--- config.mk ---
export PLATFORM = sky130hd
export DESIGN_NAME = dm_sba_ctrl
export DESIGN_NICKNAME = d
export VERILOG_FILES = /design/src/rtl/dm_sba_ctrl.sv
export SDC_FILE = /design/constraint.sdc
export NUM_CORES = 1
export LEC_CHECK = 0
export BUFFER_PORTS_ARGS = -buffer_cell sky130_fd_sc_hd__buf_2
export CORE_MARGIN = 5
export CORE_UTILIZATION = 25
export DETAILED_ROUTE_END_ITERATION = 10
export HOLD_SLACK_MARGIN = 0.05
export MAX_ROUTING_LAYER = met4
export PLACE_DENSITY_LB_ADDON = 0.08
export SETUP_SLACK_MARGIN = 0.2
export SYNTH_ARGS = -nofsm -noshare
export SYNTH_HDL_FRONTEND = slang
export SYNTH_SLANG_ARGS = --single-unit
--- constraint.sdc ---
create_clock -name clk_i -period 3.3 [get_ports clk_i]
set_clock_uncertainty 0.1 [all_clocks]
set_input_delay 0.33 -clock clk_i [delete_from_list [all_inputs] [get_ports clk_i]]
set_output_delay 0.33 -clock clk_i [all_outputs]
set_load 0.02 [all_outputs]
--- src/rtl/dm_sba_ctrl.sv ---
// -----------------------------------------------------------------------------
// dm_sba_ctrl -- system bus access engine for the debug module.
//
// Launches single read/write transfers on a req/gnt/r_valid bus master port
// on behalf of the debug CSR file. At launch it captures the address, access
// size, autoincrement flag and write data. Read data is returned registered,
// right-aligned and zero-extended above the access size. Busy, size,
// alignment, bus error and (optionally) timeout conditions are reported.
//
// Configuration macro:
//   DM_SBA_TIMEOUT_EN  - when defined, a per-transfer cycle counter aborts a
//                        transfer after TimeoutCycles with error code 1.
//                        When undefined, the engine waits indefinitely.
//
// Ports:
//   clk_i, rst_ni              clock, asynchronous active-low reset
//   dmactive_i                 low = synchronous clear of all state
//   master_*                   bus master port (req/add/we/wdata/be, gnt,
//                              r_valid/r_err/r_rdata)
//   sbaddress_i, sbdata_i      CSR address / write data
//   sb*_valid_i, sbreadon*_i   trigger sources from the CSR file
//   sbaccess_i                 log2 of access size in bytes
//   sbautoincrement_i          bump address after a successful transfer
//   sberror_pending_i          CSR sberror nonzero; triggers ignored
//   sbaddress_o/_upd_o         incremented address and its load pulse
//   sbdata_o/_valid_o          read data and its valid pulse
//   sbbusy_o, sbbusyerror_o    transfer in progress / trigger while busy
//   sberror_o/_valid_o         error code and its valid pulse
// -----------------------------------------------------------------------------
module dm_sba_ctrl #(
    parameter int unsigned AddrWidth     = 32,
    parameter int unsigned BusWidth      = 32,
    parameter int unsigned TimeoutCycles = 1024
) (
    input  logic                    clk_i,
    input  logic                    rst_ni,
    input  logic                    dmactive_i,

    output logic                    master_req_o,
    output logic [AddrWidth-1:0]    master_add_o,
    output logic                    master_we_o,
    output logic [BusWidth-1:0]     master_wdata_o,
    output logic [BusWidth/8-1:0]   master_be_o,
    input  logic                    master_gnt_i,
    input  logic                    master_r_valid_i,
    input  logic                    master_r_err_i,
    input  logic [BusWidth-1:0]     master_r_rdata_i,

    input  logic [AddrWidth-1:0]    sbaddress_i,
    input  logic                    sbaddress_write_valid_i,
    input  logic                    sbreadonaddr_i,
    input  logic                    sbautoincrement_i,
    input  logic [2:0]              sbaccess_i,
    input  logic                    sbreadondata_i,
    input  logic [BusWidth-1:0]     sbdata_i,
    input  logic                    sbdata_read_valid_i,
    input  logic                    sbdata_write_valid_i,
    input  logic                    sberror_pending_i,

    output logic [AddrWidth-1:0]    sbaddress_o,
    output logic                    sbaddress_upd_o,
    output logic [BusWidth-1:0]     sbdata_o,
    output logic                    sbdata_valid_o,
    output logic                    sbbusy_o,
    output logic                    sbbusyerror_o,
    output logic                    sberror_valid_o,
    output logic [2:0]              sberror_o
);

    localparam int unsigned BeWidth  = BusWidth / 8;
    localparam int unsigned OffWidth = $clog2(BeWidth);

    localparam logic [2:0] ErrTimeout = 3'd1;
    localparam logic [2:0] ErrBus     = 3'd2;
    localparam logic [2:0] ErrAlign   = 3'd3;
    localparam logic [2:0] ErrSize    = 3'd4;

    // Elaboration-time guard against unsupported configurations.
    if (!(BusWidth == 32 || BusWidth == 64 || BusWidth == 128) ||
        AddrWidth < 32 || AddrWidth > 64 || TimeoutCycles < 1) begin : g_param_check
        $error("dm_sba_ctrl: unsupported parameter combination");
    end

    typedef enum logic [2:0] {
        Idle,
        Read,
        Write,
        WaitRead,
        WaitWrite
    } state_e;

    state_e r_state, w_state_next;

    // Operands captured at launch.
    logic [AddrWidth-1:0] r_addr;
    logic [2:0]           r_size;
    logic                 r_autoinc;
    logic [BusWidth-1:0]  r_wdata;

    // Registered CSR-side results.
    logic [AddrWidth-1:0] r_sbaddress;
    logic                 r_sbaddress_upd;
    logic [BusWidth-1:0]  r_sbdata;
    logic                 r_sbdata_valid;
    logic                 r_sbbusyerror;
    logic                 r_sberror_valid;
    logic [2:0]           r_sberror;

    logic                 w_trig_write, w_trig_rdata, w_trig_raddr, w_any_trig;
    logic                 w_size_err, w_align_err;
    logic [AddrWidth-1:0] w_align_mask;
    logic                 w_launch_ok, w_launch_err, w_busy_trig;
    logic                 w_in_wait, w_rsp, w_timeout;
    logic [OffWidth-1:0]  w_offset;
    logic [BeWidth-1:0]   w_be_base, w_be;
    logic [BusWidth-1:0]  w_size_mask;

    // ------------------------------------------------------------------
    // Trigger decode and launch checks
    // ------------------------------------------------------------------
    assign w_trig_write = sbdata_write_valid_i;
    assign w_trig_rdata = sbdata_read_valid_i & sbreadondata_i;
    assign w_trig_raddr = sbaddress_write_valid_i & sbreadonaddr_i;
    assign w_any_trig   = (w_trig_write | w_trig_rdata | w_trig_raddr) & ~sberror_pending_i;

    assign w_size_err   = (32'd8 << sbaccess_i) > 32'(BusWidth);
    assign w_align_mask = (AddrWidth'(1) << sbaccess_i) - AddrWidth'(1);
    assign w_align_err  = |(sbaddress_i & w_align_mask);

    assign w_launch_ok  = (r_state == Idle) & w_any_trig & ~w_size_err & ~w_align_err;
    assign w_launch_err = (r_state == Idle) & w_any_trig & (w_size_err | w_align_err);
    assign w_busy_trig  = (r_state != Idle) & w_any_trig;

    assign w_in_wait    = (r_state == WaitRead) | (r_state == WaitWrite);
    assign w_rsp        = w_in_wait & master_r_valid_i;

    // ------------------------------------------------------------------
    // Optional transfer timeout
    // ------------------------------------------------------------------
`ifdef DM_SBA_TIMEOUT_EN
    localparam int unsigned TimerWidth = $clog2(TimeoutCycles + 1);
    logic [TimerWidth-1:0] r_timer;

    // Counts cycles spent outside Idle; the abort fires on the edge where the
    // count would reach TimeoutCycles, unless a response completes first.
    always_ff @(posedge clk_i or negedge rst_ni) begin
        if (!rst_ni) begin
            r_timer <= '0;
        end else if (!dmactive_i || w_launch_ok) begin
            r_timer <= '0;
        end else if (r_state != Idle) begin
            r_timer <= r_timer + 1'b1;
        end
    end

    assign w_timeout = (r_state != Idle) & ~w_rsp &
                       (r_timer == TimerWidth'(TimeoutCycles - 1));
`else
    assign w_timeout = 1'b0;
`endif

    // ------------------------------------------------------------------
    // FSM
    // ------------------------------------------------------------------
    // NOTE: sequential state uses non-blocking assignments so every register
    // samples pre-edge values regardless of block ordering.
    always_ff @(posedge clk_i or negedge rst_ni) begin
        if (!rst_ni) begin
            r_state <= Idle;
        end else if (!dmactive_i) begin
            r_state <= Idle;
        end else begin
            r_state <= w_state_next;
        end
    end

    // NOTE: next state gets its default before the case so no path leaves it
    // unassigned, which would infer a latch.
    always_comb begin
        w_state_next = r_state;
        unique case (r_state)
            Idle: begin
                if (w_launch_ok) begin
                    w_state_next = w_trig_write ? Write : Read;
                end
            end
            Read:      if (master_gnt_i)     w_state_next = WaitRead;
            Write:     if (master_gnt_i)     w_state_next = WaitWrite;
            WaitRead:  if (master_r_valid_i) w_state_next = Idle;
            WaitWrite: if (master_r_valid_i) w_state_next = Idle;
            default:                         w_state_next = Idle;
        endcase
        if (w_timeout) begin
            w_state_next = Idle;
        end
    end

    // ------------------------------------------------------------------
    // Byte-lane steering from the captured operands
    // ------------------------------------------------------------------
    assign w_offset = r_addr[OffWidth-1:0];

    always_comb begin
        w_be_base = '0;
        for (int unsigned i = 0; i < BeWidth; i++) begin
            if (i < (32'd1 << r_size)) w_be_base[i] = 1'b1;
        end
        w_be = w_be_base << w_offset;
    end

    always_comb begin
        w_size_mask = '0;
        for (int unsigned i = 0; i < BusWidth; i++) begin
            if (i < (32'd8 << r_size)) w_size_mask[i] = 1'b1;
        end
    end

    // ------------------------------------------------------------------
    // Datapath: operand capture, completion and error reporting
    // ------------------------------------------------------------------
    // NOTE: the data registers are reset too, because every output must read
    // zero out of reset and dmactive clears them to the same values.
    always_ff @(posedge clk_i or negedge rst_ni) begin
        if (!rst_ni) begin
            r_addr          <= '0;
            r_size          <= '0;
            r_autoinc       <= 1'b0;
            r_wdata         <= '0;
            r_sbaddress     <= '0;
            r_sbaddress_upd <= 1'b0;
            r_sbdata        <= '0;
            r_sbdata_valid  <= 1'b0;
            r_sbbusyerror   <= 1'b0;
            r_sberror_valid <= 1'b0;
            r_sberror       <= '0;
        end else if (!dmactive_i) begin
            r_addr          <= '0;
            r_size          <= '0;
            r_autoinc       <= 1'b0;
            r_wdata         <= '0;
            r_sbaddress     <= '0;
            r_sbaddress_upd <= 1'b0;
            r_sbdata        <= '0;
            r_sbdata_valid  <= 1'b0;
            r_sbbusyerror   <= 1'b0;
            r_sberror_valid <= 1'b0;
            r_sberror       <= '0;
        end else begin
            r_sbaddress_upd <= 1'b0;
            r_sbdata_valid  <= 1'b0;
            r_sberror_valid <= 1'b0;
            r_sbbusyerror   <= w_busy_trig;

            if (w_launch_err) begin
                r_sberror_valid <= 1'b1;
                r_sberror       <= w_size_err ? ErrSize : ErrAlign;
            end

            if (w_launch_ok) begin
                r_addr    <= sbaddress_i;
                r_size    <= sbaccess_i;
                r_autoinc <= sbautoincrement_i;
                r_wdata   <= sbdata_i;
            end

            if (w_rsp) begin
                if (master_r_err_i) begin
                    r_sberror_valid <= 1'b1;
                    r_sberror       <= ErrBus;
                end else begin
                    if (r_state == WaitRead) begin
                        r_sbdata       <= (master_r_rdata_i >> {w_offset, 3'b000}) & w_size_mask;
                        r_sbdata_valid <= 1'b1;
                    end
                    if (r_autoinc) begin
                        r_sbaddress     <= r_addr + (AddrWidth'(1) << r_size);
                        r_sbaddress_upd <= 1'b1;
                    end
                end
            end

            if (w_timeout) begin
                r_sberror_valid <= 1'b1;
                r_sberror       <= ErrTimeout;
            end
        end
    end

    // ------------------------------------------------------------------
    // Outputs: bus signals are driven only while a transfer is in flight
    // ------------------------------------------------------------------
    assign sbbusy_o        = (r_state != Idle);
    assign master_req_o    = (r_state == Read) | (r_state == Write);
    assign master_we_o     = (r_state == Write) | (r_state == WaitWrite);
    assign master_add_o    = sbbusy_o ? {r_addr[AddrWidth-1:OffWidth], {OffWidth{1'b0}}} : '0;
    assign master_be_o     = sbbusy_o ? w_be : '0;
    assign master_wdata_o  = sbbusy_o ? (r_wdata << {w_offset, 3'b000}) : '0;

    assign sbaddress_o     = r_sbaddress;
    assign sbaddress_upd_o = r_sbaddress_upd;
    assign sbdata_o        = r_sbdata;
    assign sbdata_valid_o  = r_sbdata_valid;
    assign sbbusyerror_o   = r_sbbusyerror;
    assign sberror_valid_o = r_sberror_valid;
    assign sberror_o       = r_sberror;

endmodule

Word level (Yosys, flattened, before mapping)
Cells that the tools add are included.

operators by class
  $add $sub $neg = 2
  multiply operators = 0
  div/mod/pow operators = 0
  magnitude comparators = 37
  eq/ne operators = 13
  shift operators = 7
  mux-type cells = 80
  bitwise logic cells = 20
  reductions and logical operators = 7

operator list
  cell                                                                              count
  5-bit by 32-bit less-than comparator with 1-bit output, first input constant      16
  32-bit 2-to-1 mux                                                                 14
  4-bit by 32-bit less-than comparator with 1-bit output, first input constant      8
  1-bit by 32-bit less-than comparator with 1-bit output, first input constant      4
  2-bit by 32-bit less-than comparator with 1-bit output, first input constant      4
  3-bit by 32-bit less-than comparator with 1-bit output, first input constant      4
  32-bit AND                                                                        2
  1-bit by 3-bit left shift with 32-bit output, first input constant                2
  4-bit by 3-bit left shift with 32-bit output, first input constant                2
  1-bit 2-to-1 mux                                                                  51
  3-bit 2-to-1 mux                                                                  12
  32-bit adder                                                                      1
  32-bit by 6-bit greater-than comparator with 1-bit output, second input constant  1
  32-bit OR reduction                                                               1
  32-bit by 5-bit left shift with 32-bit output                                     1
  32-bit by 5-bit >> shifter with 32-bit output                                     1
  32-bit by 2-bit subtractor with 32-bit output, second input constant              1
  3-bit one-hot mux with 4 select lines                                             1
  1-bit AND                                                                         9
  3-bit != test, second input constant                                              3
  2-bit by 1-bit != test with 1-bit output, second input constant                   4
  3-bit by 2-bit equality test with 1-bit output, second input constant             2
  1-bit OR                                                                          6
  3-bit AND reduction                                                               2
  12 further kinds                                                                  14

word-level totals
  flip-flop bits (word level) = 142
  bits in latches = 0
  memory bits (writable) = 0
  bits in read-only memories = 0
  bits of input ports = 112
  output and inout bits = 142
  logic and storage cells = 178
  memories kept = 0

Longest topological paths before layout
Gate-level depths: netlist (run 1).

  depth after elaboration = 10
  depth in mapped cells = 13

Worst setup path after synthesis (run 1)
No wires, ideal clock.

  path type = register -> register
  start = register r_size[1]
  end = register r_sbaddress[28], in the netlist sbaddress_o[28]
  arrival time = 2497 ps
  path slack = 621 ps
  cell stages (with the launch flop) = 10
  buffers on the path = 1
  clock period less this slack = 2679 ps
  path through = dfrtp_1 > clkbuf_1 > nor3_1 > ha_1 > fa_1 > a211oi_1 > or3_1 > a211o_1 > or3_1 > a31oi_1

between the ends
  cells in the longest elaborated chain, start to end = 6

ends and longest elaborated chain
  item                                          line  RTL
  start, declared                               96    logic [2:0] r_size;
  start signal, assigned                        261   r_size <= sbaccess_i;
  1-bit by 3-bit left shift with 32-bit output  276   r_sbaddress <= r_addr + (AddrWidth'(1) << r_size);
  32-bit adder                                  276
  32-bit 2-to-1 mux                             275   if (r_autoinc) begin
  32-bit 2-to-1 mux                             267   if (master_r_err_i) begin
  32-bit 2-to-1 mux                             266   if (w_rsp) begin
  32-bit 2-to-1 mux                             236   end else if (!dmactive_i) begin
  end signal, assigned                          276
  end, declared                                 101   logic [AddrWidth-1:0] r_sbaddress;

No other way between the ends. The select of a mux whose other input is x is not followed.
A chain may end at the register's enable or synchronous reset.

Final worst setup path (run 1)
  start = register r_addr[0]
  end = output port master_wdata_o[31]

between the ends
  cells in the longest elaborated chain, start to end = 2

ends and longest elaborated chain
  item                                           line  RTL
  start, declared                                95    logic [AddrWidth-1:0] r_addr;
  start signal, assigned                         260   r_addr <= sbaddress_i;
  32-bit by 5-bit left shift with 32-bit output  297   assign master_wdata_o = sbbusy_o ? (r_wdata << {w_offset, 3'b000}) : '0;
  32-bit 2-to-1 mux                              297
  end, declared                                  42    output logic [BusWidth-1:0] master_wdata_o,

No other way between the ends.

==> results of run 1 <==
## report_power, final
| part | total, mW | switching (mW) | internal [mW] |
|---|---|---|---|
| Combinational | 0.386 | 0.232 | 0.155 |
| Clock | 1.88 | 0.852 | 1.03 |
| Sequential | 1.77 | 0.0166 | 1.75 |
## critical path: cells and delay by family (launching register included)
family	cells	cell delay, ns
DFF	1	0.40
buffers and inverters	2	0.92
muxes	1	0.26
AOI/OAI and AO/OA	1	0.36
## repair_timing
action	CTS	global route
endpoints found under the setup margin	0	1
hold buffers	48	0
endpoints found under the hold margin	111	0
resized for setup	0	1
## cell usage after synthesis, types with 3 or more instances
master	instances
or3_1	8
xnor2_1	16
nand3_1	12
a211oi_1	38
nor2b_1	19
o21ai_0	46
nand4_1	9
nor3_1	6
clkbuf_1	48
nor3b_1	5
and4_1	4
buf_2	15
o211ai_1	3
inv_1	8
dfrtp_1	142
a21oi_1	120
nor2_1	60
and2_1	41
and3_1	11
a22o_1	14
nand2_1	181
ha_1	10
o21a_1	3
nor4_1	5
mux2i_1	34
buf_1	5
a31oi_1	7
buf_6	5
a211o_1	3
a21o_1	4
xor2_1	11
## cells by family (layout without fill, tap and decap cells)
family	Yosys count	after routing	synth area share [%]
AND/OR/NAND/NOR	371	371	21.9
other	1	6	0.0474
multiplexers	35	35	4.44
flip-flops	142	142	44.9
adder cells (fa/ha/maj)	11	11	1.83
AO/OA/AOI/OAI	254	254	19.2
buffers and inverters	83	366	4.74
XOR/XNOR	27	27	2.99
## flip-flops by register name, indices dropped and copies added, names as in the netlist
signal,cells
r_addr,32
r_autoinc,1
r_size,3
r_state,3
r_wdata,32
sbaddress_o,32
sbaddress_upd_o,1
sbbusyerror_o,1
sbdata_o,32
sbdata_valid_o,1
sberror_o,3
sberror_valid_o,1
## per-stage QoR
step                      total power [mW]  hold slack [ns]
after CTS                             4.10           0.0501
after detailed placement              2.16            0.300
after global placement                2.16            0.303
after floorplan                       1.95          -0.0656
after global routing                  4.20           0.0596
final                                 4.04           0.0649
## metal layers
layer / wire length, microns / up-vias / GRT usage [%] / share of wire, %
li1: - / 3762 / - / -
met1: 14800 / 3671 / 24.5 / 49
met2: 13700 / 186 / 26.3 / 46
met3: 1330 / 12 / 3.39 / 4.4
met4: 206 / 0 / 3.05 / 0.69
met5: 0 / - / - / 0
## path summary, 6_finish.rpt
| kind | end | slack (ns) | depth (start not counted) |
|---|---|---|---|
| worst min register to register | sbdata_o[20] | 0.37 | 2 |
| worst min-delay path | sbdata_o[26] | 0.06 | 2 |
| worst max register to register | sbaddress_o[28] | 0.47 | 8 |
| max in group asynchronous | r_wdata[13] | 1.86 | 3 |
| worst max-delay path | master_wdata_o[31] | 0.43 | 4 |
| min in group asynchronous | r_addr[5] | 0.40 | 2 |
## cell usage in the layout, fill, tap and decap left out, types with 7 or more instances in the layout
cell type      count
a211oi_1          38
a21oi_1          120
a22o_1            14
a31oi_1            7
and2_1            41
and3_1            10
buf_2            250
buf_4             23
clkbuf_16         17
dfrtp_1          140
dlygate4sd3_1     48
ha_1              10
inv_1              7
mux2i_1           34
nand2_1          181
nand3_1           12
nand4_1            9
nor2_1            59
nor2b_1           19
o21ai_0           46
or3_1              8
xnor2_1           16
xor2_1            11
## cell type report
type	instances	area (sq um)	share of cell area (%)
antenna	4	10.0	0.0940
clock inverter	12	83.8	0.787
tap	402	503	4.72
multi-input combinational	700	4010	37.6
clock buffer	20	467	4.38
sequential	142	3560	33.4
inverter	8	31.3	0.294
timing repair buffer	326	2000	18.7
==> metrics.cfg, run 1 <==
[pwr]
leakage_nw = 4.99
power_density_nw_per_um2 = 379
ir_worst_vdd_uv = 301

[die]
die_w_microns = 188
core.rowCount = 65
dieArea_sq_um = 35300
io_pins = 254
core_region_area_sq_um = 31400
die_y_microns = 188
start_util_pct = 25.2

[timing]
post-route-period-util_pct = 86.8
maxSlewViolCount = 0
period_minus_slack_ns = 2.87
setup_tns_ns = 0
rsz0062_at_grt = false
clock.fmax_ghz = 0.349
final-setup-viol-count = 0
maxSlewHeadroom_pct = 34.3
setup_slack_ns = 0.434
hold_viol_final = 0
max_slew.worst_pin.slew_ns = 0.985

[drt]
drtIter0Drc = 340
drc = 0
wl_per_cell_microns = 18.6
vias_per_cell = 4.73
ant_nets = 0
dr_total_vias = 7631
wl_microns = 30000
dr.pass1.iters = 6

[place]
portBuffers = 251
gp_congestion = 0.770
dp.cells = 1530
dp.final_hpwl_microns = 21200
place_ws_ns = 0.420
post_dp_cell_area_sq_um = 9610

[finish]
final_layout_size_suffix_gt1_share_pct = 26.6
num-fill-cells = 3396
fin_cells = 1614
fin_nets = 1318
final_util_pct = 33.9
fin_area_sq_um = 10700
syn_to_final_growth_pct = 34.5

[logic_synthesis]
netlist-cell-type-count = 56
synthTopCellsByArea = dfrtp_1 45%, nand2_1 8.6%, a21oi_1 7.6%, mux2i_1 4.3%, a211oi_1 3.6%
synth_cells = 924
yosysTopAreaCellShare_pct = 44.9
async_reset_ff_share_pct = 100
ys_seq_area_share_pct = 44.9
yosys_warnings = 0
synth_edf_count = 0
postSynthAreaPerCell_sq_um = 8.57
synth_top_flop_cell = dfrtp_1
syn_area_sq_um = 7920
synth_top_cell_by_area = dfrtp_1
yosys_register_bits = 142

[global_route]
grt_pass1_vias = 7943
grt_pass1_wl_microns = 47500
grt_overflow = 0
grt_usage_pct = 17.4
grt_max_degree = 73
antenna_found_initial = 4

[critical_path]
slowest_delay_ns = 0.69
r2r-start = r_size[1]
startpoint = r_addr[0]
required_ns = 2.87
critPathCaptureType = output pin
cp_max_fo = 72
cpMaxStageDelayCell = buf_4
worstPathArrival_ns = 2.44
startpoint_type = flip-flop
cp_cell_sequence = buf_4, mux2i_1, a211oi_1, buf_2
crit_type = reg2out

[clock_network]
cts_root_buf = clkbuf_16
post-cts-setup-buffer-count = 0
cts_made_buffers = 17
cts_sinks = 142
htreeDepth = 4
clk_latency_ns = 0.42
clk_pin_slew_worst_paths_ns = 0.07
cts.path.max_buffers = 2
cts_tree = built

[job]
maxCapViolCount = 0

[hold_path]
hp-class = in2reg
min_from = master_r_rdata_i[26]

[status]
outcome = completed

No activity file was read; power rests on OpenSTA's default activity.
==> inputs of run 2 (changes only) <==
PLACE_DENSITY = 0.44   (was unset)
PLACE_DENSITY_LB_ADDON = unset   (was 0.08)
==> metrics.cfg, run 2 (synthesis gave the netlist of run 1 again) <==
[timing]
rsz0062_at_grt = true
hold_viol_final = 0  ; unchanged
period_minus_slack_ns = 2.94  ; +0.0727 ns
maxSlewHeadroom_pct = 38.4  ; +4.1 points
setup_slack_ns = 0.361  ; -0.0727 ns
setup_tns_ns = 0  ; unchanged
final-setup-viol-count = 0  ; unchanged
max_slew.worst_pin.slew_ns = 0.923  ; -0.0615 ns
clock.fmax_ghz = 0.340  ; -2.5%
post-route-period-util_pct = 89.1  ; +2.2 points
maxSlewViolCount = 0  ; unchanged

[critical_path]
crit_type = reg2reg
critPathCaptureType = flip-flop
startpoint_type = flip-flop
cp_max_fo = 9  ; -88%
required_ns = 3.54  ; +0.67 ns
worstPathArrival_ns = 3.18  ; +0.74 ns

[global_route]
grt_overflow = 0  ; unchanged
grt_pass1_vias = 7794  ; -1.9%
antenna_found_initial = 3  ; -1
grt_pass1_wl_microns = 46700  ; -1.6%
grt_usage_pct = 17.2  ; -0.19 points
grt_max_degree = 72  ; -1.4%

[clock_network]
cts_made_buffers = 17  ; unchanged
clk_latency_ns = 0.43  ; about the same
clk_pin_slew_worst_paths_ns = 0.06  ; about the same
cts_sinks = 142  ; unchanged
cts_tree = built
cts_root_buf = clkbuf_16
cts.path.max_buffers = 2  ; unchanged
htreeDepth = 4  ; unchanged

[die]
core_region_area_sq_um = 31400  ; unchanged
io_pins = 254  ; unchanged
die_y_microns = 188  ; unchanged
core.rowCount = 65  ; unchanged
die_w_microns = 188  ; unchanged
start_util_pct = 25.2  ; unchanged
dieArea_sq_um = 35300  ; unchanged

[job]
maxCapViolCount = 0  ; unchanged

[drt]
vias_per_cell = 4.74  ; +0.27%
dr_total_vias = 7675  ; +0.58%
drc = 0  ; unchanged
wl_per_cell_microns = 18.3  ; -1.4%
drtIter0Drc = 366  ; +7.6%
wl_microns = 29700  ; -1.1%
ant_nets = 0  ; unchanged
dr.pass1.iters = 5  ; -1

[finish]
final_common_cell = buf_2
final_layout_size_suffix_gt1_share_pct = 26.0  ; -0.54 points
multiInputGateArea_sq_um = 4010  ; unchanged
register_area_sq_um = 3560  ; unchanged
syn_to_final_growth_pct = 35.8
fin_cells = 1619  ; +0.31%
fin_nets = 1324  ; +0.46%
final_cell_mix = 250 x buf_2, 181 x nand2_1, 140 x dfrtp_1, 120 x a21oi_1, 60 x nor2_1
num-fill-cells = 3371  ; -0.74%

[pwr]
leakage_nw = 5.02  ; +0.57%
ir_worst_vdd_uv = 339  ; +12%
finalPower_mw = 4.12  ; +2.2%
power_density_nw_per_um2 = 384  ; +1.3%

[status]
outcome = completed

[place]
gp_congestion = 0.797  ; +3.4%
place_ws_ns = 0.394  ; -0.0265 ns
dp.final_hpwl_microns = 21100  ; -0.54%
dp.cells = 1525  ; -0.33%
portBuffers = 251  ; unchanged

[hold_path]
hp-class = in2reg

run 2: changes by cell type in the layout (fill, tap and decap cells not counted), sizes merged, moves of 2 or more:
cell         before  now
clkinvlp          2    5
inv              11    8
bufinv            0    2
buf             278  273
dlygate4sd3      48   59
run 2: path summary, 6_finish.rpt:
| kind | startpoint | end | slack (ns) | depth (start not counted) |
|---|---|---|---|---|
| setup reg to reg | r_size[1] | sbaddress_o[28] | 0.36 | 8 |
| setup / recovery | r_size[1] | sbaddress_o[28] | 0.36 | 8 |
| hold / removal | sbaddress_i[12] | r_addr[12] | 0.07 | 3 |
| max in group asynchronous | rst_ni | r_addr[15] | 1.80 | 3 |
| hold reg to reg | sbdata_o[31] | sbdata_o[31] | 0.38 | 2 |
| min in group asynchronous | rst_ni | r_addr[5] | 0.38 | 2 |
run 2: cell type report:
type	instances	share of cell area, %
well taps	402	4.68
repair buffers	332	19.1
inverters	8	0.291
clock inverters	13	1.29
diodes	3	0.0698
multi-input cells	700	37.2
clock buffers	19	4.21
flip-flops and latches	142	33.1
run 2: what timing repair did:
item | CTS | global route
hold endpoints to repair | 121 | 0
resized for setup | 0 | 2
hold buffers | 59 | 0
buffers inserted | 0 | 0
endpoints found under the setup margin | 0 | 3
run 2: power breakdown:
part           switching [mW]  internal [mW]  total (mW)
Combinational           0.231          0.160       0.391
Clock                   0.811           1.15        1.96
Sequential             0.0157           1.75        1.77
Total                    1.06           3.07        4.12
run 2: metal layers:
layer	share of wire, %	global-route usage, %
met1	48	23.2
met2	46	26.9
met3	4.4	3.43
met4	1.0	3.67
met5	0	-
run 2: worst max-delay path, cell delays in order, from the launching register on:
cell      delay, ns
dfrtp_1        0.47
nor2_1         0.36
and2_1         0.24
fa_1           0.25
a211oi_1       0.10
or3_1          0.43
a211o_1        0.39
or3_1          0.33
a31oi_1        0.17
run 2: per-stage QoR:
stage / utilization, % / cell area (sq um) / hold slack (ns)
2_1_floorplan: - / 7920 / -0.0656
3_3_place_gp: 30.4 / 9550 / 0.299
3_5_place_dp: 30.4 / 9550 / 0.302
4_1_cts: 34.2 / 10700 / 0.0505
5_1_grt: 34.3 / 10800 / 0.0603
6_report: 34.3 / 10800 / 0.0676
